<file path="config.mk">
export PLATFORM = sky130hd
export DESIGN_NAME = button_bank_filter
export DESIGN_NICKNAME = d
export VERILOG_FILES = /design/src/rtl/button_bank_filter.sv
export SDC_FILE = /design/constraint.sdc
export NUM_CORES = 1
export LEC_CHECK = 0
export BUFFER_PORTS_ARGS = -buffer_cell sky130_fd_sc_hd__buf_2
export CORE_MARGIN = 5
export CORE_UTILIZATION = 55
export DETAILED_ROUTE_END_ITERATION = 10
export HOLD_SLACK_MARGIN = 0.05
export PLACE_DENSITY = 0.74
export SETUP_SLACK_MARGIN = 0.2
export SYNTH_ARGS = -nofsm -noshare
export SYNTH_HDL_FRONTEND = slang
export SYNTH_SLANG_ARGS = --single-unit
</file>
<file path="constraint.sdc">
create_clock -name clk -period 2.1 [get_ports clk]
set_input_delay 0.21 -clock clk [delete_from_list [all_inputs] [get_ports clk]]
set_output_delay 0.21 -clock clk [all_outputs]
set_load 0.02 [all_outputs]
</file>
<file path="src/rtl/button_bank_filter.sv">
// N-channel active-low push-button front end: 2-flop sync, tick-gated debounce,
// and a per-channel IDLE/HELD/REPEAT tracker producing push, long and release pulses.
`timescale 1ns/1ps
module button_bank_filter #(
  parameter int CHANNELS       = 4,
  parameter int DEBOUNCE_TICKS = 4,
  parameter int LONG_TICKS     = 200,
  parameter int REPEAT_TICKS   = 50,
  parameter int REPEAT_EN      = 1
) (
  input  logic                clk,
  input  logic                reset,
  input  logic [CHANNELS-1:0] i_button_n,
  input  logic                i_sync_n,
  output logic [CHANNELS-1:0] o_btn_save,
  output logic [CHANNELS-1:0] o_btn_push,
  output logic [CHANNELS-1:0] o_btn_long,
  output logic [CHANNELS-1:0] o_btn_release,
  output logic                o_any_pressed
);

  localparam int DB_W     = $clog2(DEBOUNCE_TICKS + 1);
  localparam int HOLD_MAX = (LONG_TICKS > REPEAT_TICKS) ? LONG_TICKS : REPEAT_TICKS;
  localparam int HOLD_W   = $clog2(HOLD_MAX + 1);

  localparam logic [DB_W-1:0]   DB_LAST   = DB_W'(DEBOUNCE_TICKS - 1);
  localparam logic [DB_W-1:0]   DB_ONE    = DB_W'(1);
  localparam logic [HOLD_W-1:0] LONG_LAST = HOLD_W'(LONG_TICKS - 1);
  localparam logic [HOLD_W-1:0] LONG_SAT  = HOLD_W'(LONG_TICKS);
  localparam logic [HOLD_W-1:0] REP_LAST  = HOLD_W'(REPEAT_TICKS - 1);
  localparam logic [HOLD_W-1:0] HOLD_ONE  = HOLD_W'(1);

  typedef enum logic [1:0] {IDLE, HELD, REPEAT} state_t;

  logic [CHANNELS-1:0] sync1, sync2, raw_p;
  logic                tick;
  logic [DB_W-1:0]     db_cnt     [CHANNELS];
  logic [DB_W-1:0]     db_cnt_nxt [CHANNELS];
  logic [HOLD_W-1:0]   hold_cnt   [CHANNELS];
  logic [HOLD_W-1:0]   hold_nxt   [CHANNELS];
  state_t              state      [CHANNELS];
  state_t              state_nxt  [CHANNELS];
  logic [CHANNELS-1:0] save_nxt, push_nxt, long_nxt, rel_nxt, rise, fall;

  assign raw_p = ~sync2;
  assign tick  = ~i_sync_n;

  always_comb begin
    save_nxt   = o_btn_save;
    push_nxt   = '0;
    long_nxt   = '0;
    rel_nxt    = '0;
    rise       = '0;
    fall       = '0;
    db_cnt_nxt = db_cnt;
    hold_nxt   = hold_cnt;
    state_nxt  = state;
    for (int unsigned ch = 0; ch < CHANNELS; ch++) begin
      if (tick) begin
        if (raw_p[ch] != o_btn_save[ch]) begin
          if (db_cnt[ch] == DB_LAST) begin
            db_cnt_nxt[ch] = '0;
            save_nxt[ch]   = raw_p[ch];
            rise[ch]       = raw_p[ch];
            fall[ch]       = ~raw_p[ch];
          end else begin
            db_cnt_nxt[ch] = db_cnt[ch] + DB_ONE;
          end
        end else begin
          db_cnt_nxt[ch] = '0;
        end
      end

      // Release is checked first so it pre-empts a long/repeat event due on the same tick.
      case (state[ch])
        IDLE: begin
          if (rise[ch]) begin
            state_nxt[ch] = HELD;
            push_nxt[ch]  = 1'b1;
            hold_nxt[ch]  = '0;
          end
        end
        HELD: begin
          if (fall[ch]) begin
            state_nxt[ch] = IDLE;
            rel_nxt[ch]   = 1'b1;
            hold_nxt[ch]  = '0;
          end else if (tick && hold_cnt[ch] != LONG_SAT) begin
            if (hold_cnt[ch] == LONG_LAST) begin
              long_nxt[ch] = 1'b1;
              if (REPEAT_EN != 0) begin
                state_nxt[ch] = REPEAT;
                hold_nxt[ch]  = '0;
              end else begin
                hold_nxt[ch] = LONG_SAT;
              end
            end else begin
              hold_nxt[ch] = hold_cnt[ch] + HOLD_ONE;
            end
          end
        end
        REPEAT: begin
          if (fall[ch]) begin
            state_nxt[ch] = IDLE;
            rel_nxt[ch]   = 1'b1;
            hold_nxt[ch]  = '0;
          end else if (tick) begin
            if (hold_cnt[ch] == REP_LAST) begin
              push_nxt[ch] = 1'b1;
              hold_nxt[ch] = '0;
            end else begin
              hold_nxt[ch] = hold_cnt[ch] + HOLD_ONE;
            end
          end
        end
        default: begin
          state_nxt[ch] = IDLE;
          hold_nxt[ch]  = '0;
        end
      endcase
    end
  end

  always_ff @(posedge clk) begin
    if (reset) begin
      sync1         <= '1;
      sync2         <= '1;
      o_btn_save    <= '0;
      o_btn_push    <= '0;
      o_btn_long    <= '0;
      o_btn_release <= '0;
      o_any_pressed <= 1'b0;
      for (int unsigned ch = 0; ch < CHANNELS; ch++) begin
        db_cnt[ch]   <= '0;
        hold_cnt[ch] <= '0;
        state[ch]    <= IDLE;
      end
    end else begin
      sync1         <= i_button_n;
      sync2         <= sync1;
      o_btn_save    <= save_nxt;
      o_btn_push    <= push_nxt;
      o_btn_long    <= long_nxt;
      o_btn_release <= rel_nxt;
      o_any_pressed <= |save_nxt;
      for (int unsigned ch = 0; ch < CHANNELS; ch++) begin
        db_cnt[ch]   <= db_cnt_nxt[ch];
        hold_cnt[ch] <= hold_nxt[ch];
        state[ch]    <= state_nxt[ch];
      end
    end
  end

endmodule
</file>
==> summary.md <==
| Metric | Value |
|---|---|
| Net Count, Synth | 528 |
| Part of the cycle the worst path needs | 0.971 |
| Starting density of the core | 0.570 |
| Global-route wire length before repair | about 16,000 um |
| Routed Antenna Nets | 0 |
| # rows | 31 |
| Final-stage net count | 593 |
| Vias per Instance | 5.77 |
| Worst r2r src | db_cnt[7]$_SDFFE_PP0N_ |
| Post-synth EDFFs | 0 |
| Status | completed |
| Synth Register Bits | 77 |
| Max-slew violations | 0 |
| Multi-input gate area | 2820 um2 |
| Adder-cell share of the synthesized area | 0.0843 |
| Max Clk Rate | between 400 and 500 MHz |
| Pwr per Cell Area | 629 nW/um2 |
| Vias in the first global route | about 3,700 |
| Clock root buffer | clkbuf_8 |
| Largest net degree at the start of global routing | 36 |
| Synth Area in XOR/XNOR | 0.0190 |
| Residual DRC | 0 |
| Lkg Pwr | 1.90 nW |
| Final worst path period need | 2.04 ns |
| Register area share after synthesis | 0.371 |
| Worst skew pair latency | 0.35 ns |
| Initial DRC count | roughly 130 |
| Worst setup SP type | register |
| CTS tree | done |
| Hold Path Origin | i_sync_n |
| Critical path type | register to register |
| Worst Hold End | o_btn_long[0]$_SDFF_PP0_ |
| Post-Syn Area per Cell | 8.43 um2 |
| Clock transition at path regs | 0.08 ns |
| Simple-Gate Fraction of Synth Area | 0.271 |
| CP Max Fanout | 3 |
| Rel. slew slack | 0.566 |
| Antenna cells | 0 |
| Cells on Worst Hold Path | 3 |
| Buffers from clock root to sink, at most | 2 |
| Max IR drop VDD | 0.440 mV |
| Gr usage total | 0.203 |
| Share of the synthesized area in compound gates (AO/OA/AOI/OAI) | 0.188 |
| Primary FF master, synth | dfxtp_1 |
| Async set-reset flop share out of synthesis | 0 |
| Tightest Pin Transition | between 0.6 and 0.7 ns |
| Share of layout cells above drive strength 1 | 0.322 |
| Via count | 3,811 |
| Worst hold slack | 0.285 ns |
| Initial antenna violation count | 0 |
| Util after Layout | 0.739 |
| Mux cell area share after synthesis | 0.0145 |
| Final setup vio count | 0 |
| Cts bufs inserted | 9 |
| Min setup slack post-route | 0.0604 ns |
| Design Power | 3.39 mW |
| IO buf count | 23 |
| Area growth from synthesis to final layout | 29.8% |
| Ports | 24 |
| Clock skew | roughly 0.0075 ns |
| Fillers | 523 |
| CP required | 2.38 ns |
| Crit. End Element | register |
| Detail Placement HPWL | 6470 um |
| Gr ovfl total | 0 |
| RSZ-0062 raised after global routing | true |
| R2R depth | 7 |
| Die area | 9390 um2 |
| Setup TNS Final | 0 ns |
| Routed WL | 9970 um |
| Sink Count | between 70 and 80 |
| Die width | 96.9 um |
| WP data arrival | 2.32 ns |
| Pre-CTS WS | -0.134 ns |
| Reg2Reg Setup Slack | between 0.06 and 0.07 ns |
| Hold WC Path Type | input port to register |
| Post-Syn Instances | between 400 and 500 |
| DR pass1 iterations | 4 |
| DIE HEIGHT | 96.9 um |
| Routed WL per cell | 15.1 um |
| Reg-to-Reg End | hold_cnt[18]$_SDFFE_PP0P_ |
| Warnings from Yosys | 0 |
| Register area | 1560 um2 |
| Htree depth | 3 |
| Core area | between 7000 and 8000 um2 |
| Max-cap violations | 0 |
| Synth Cell Area | 4150 um2 |
| Main combinational cell family by area after synthesis | simple AND/OR/NAND/NOR gates |
| Cell variety after synth | 62 |
| Global placer's final weighted congestion | 0.843 |
| Fin. Hold Viols | 0 |
==> cell families (layout without fill, tap and decap cells) <==
| logic type | after synthesis | after routing |
|---|---|---|
| AND/OR/NAND/NOR | 202 | 202 |
| AO/OA/AOI/OAI | 116 | 116 |
| flip-flops | 77 | 77 |
| buffers and inverters | 55 | 124 |
| adder cells (fa/ha/maj) | 28 | 28 |
| XOR/XNOR | 9 | 9 |
| multiplexers | 6 | 6 |
==> area by class of cell <==
type | instances | area share
multi-input cells | 361 | 0.522
flip-flops and latches | 77 | 0.290
repair buffers | 75 | 0.101
clock buffers | 11 | 0.0262
inverters | 34 | 0.0237
well taps | 99 | 0.0230
clock inverters | 4 | 0.0135
==> stage by stage <==
step | area [um2] | std cells
after detailed placement | 4610 | 622
final | 5390 | 661
after floorplan | 4240 | 493
after global routing | 5390 | 661
after CTS | 5040 | 651
after global placement | 4610 | 622
==> cells in the mapped netlist (4+ instances only) <==
cell type / instances / area (um2)
a211oi_1: 4 / 30.0
a21oi_1: 37 / 185
a31oi_1: 6 / 37.5
clkbuf_1: 15 / 56.3
dfxtp_1: 77 / 1540
ha_1: 28 / 350
inv_1: 34 / 128
mux2i_1: 6 / 60.1
nand2_1: 28 / 105
nand2b_1: 10 / 62.6
nand3_1: 19 / 95.1
nand4b_1: 5 / 43.8
nand4bb_1: 4 / 45.0
nor2_1: 52 / 195
nor3_1: 11 / 55.1
nor3b_1: 12 / 90.1
nor4_1: 5 / 31.3
o21a_1: 4 / 30.0
o21ai_0: 16 / 80.1
o31ai_1: 4 / 30.0
o32ai_1: 11 / 96.3
o41ai_1: 6 / 52.6
or2_2: 12 / 75.1
or3_1: 17 / 106
or3b_2: 4 / 35.0
xor2_1: 8 / 70.1
==> worst max path at each step <==
stage	from	endpoint	slack (ns)	depth (start not counted)
after floorplan	db_cnt[7]$_SDFFE_PP0N_	hold_cnt[18]$_SDFFE_PP0P_	-0.007	8
after global placement	db_cnt[10]$_SDFFE_PP0N_	hold_cnt[30]$_SDFFE_PP0P_	-0.07	7
after detailed placement	db_cnt[10]$_SDFFE_PP0N_	hold_cnt[28]$_SDFFE_PP0P_	-0.13	7
after CTS	db_cnt[7]$_SDFFE_PP0N_	hold_cnt[18]$_SDFFE_PP0P_	0.08	7
after global routing	db_cnt[7]$_SDFFE_PP0N_	hold_cnt[18]$_SDFFE_PP0P_	-0.0005	7
final	db_cnt[7]$_SDFFE_PP0N_	hold_cnt[18]$_SDFFE_PP0P_	0.06	7
==> cells in the final DEF (no fill, tap or decap), types with 5 or more instances in the layout <==
cell,synthesis,routed
dfxtp_1,77,63
nor2_1,52,52
buf_4,0,43
inv_1,34,32
a21oi_1,37,26
buf_2,2,23
nand2_1,28,22
ha_1,28,22
nand3_1,19,18
or3_1,17,16
o21ai_0,16,12
or2_2,12,12
dfxtp_2,0,12
o32ai_1,11,10
clkbuf_8,0,10
a21oi_2,2,9
nor3b_1,12,9
nor3_1,11,8
xor2_1,8,8
nand2b_1,10,7
mux2i_1,6,6
nand2_2,0,5
nand4b_1,5,5
==> worst max-delay path, stage by stage (launching register included) <==
cell and delay, ns:
dfxtp_2 0.36, ha_4 0.14, nor3b_4 0.26, nand3_2 0.12, a211o_1 0.32, and2_4 0.16
or4_1 0.47, a21oi_1 0.14
==> registers in the layout, indices dropped and copies added, names as in the netlist <==
name,count
hold_cnt,32
db_cnt,12
state,8
o_btn_long,4
o_btn_push,4
o_btn_release,4
o_btn_save,4
sync1,4
sync2,4
o_any_pressed,1
==> metal layers <==
layer / part of all wire / track usage
met5: 0 / 0
met4: 0.016 / 0.0670
met3: 0.036 / 0.0504
met2: 0.52 / 0.350
met1: 0.43 / 0.246
==> repair_timing <==
item	CTS	global route
hold endpoints to repair	4	0
setup buffers	10	10
setup endpoints to repair	30	38
hold buffers	4	0
resized for setup	19	69
pin swaps	6	12
==> power by group <==
part / switching, mW / internal (mW) / leakage (nW) / total [mW]
clock network: 0.539 / 0.694 / 0.105 / 1.23
logic: 0.329 / 0.319 / 1.16 / 0.648
registers: 0.0254 / 1.49 / 0.630 / 1.51
Power figures use the tool's default switching activity.
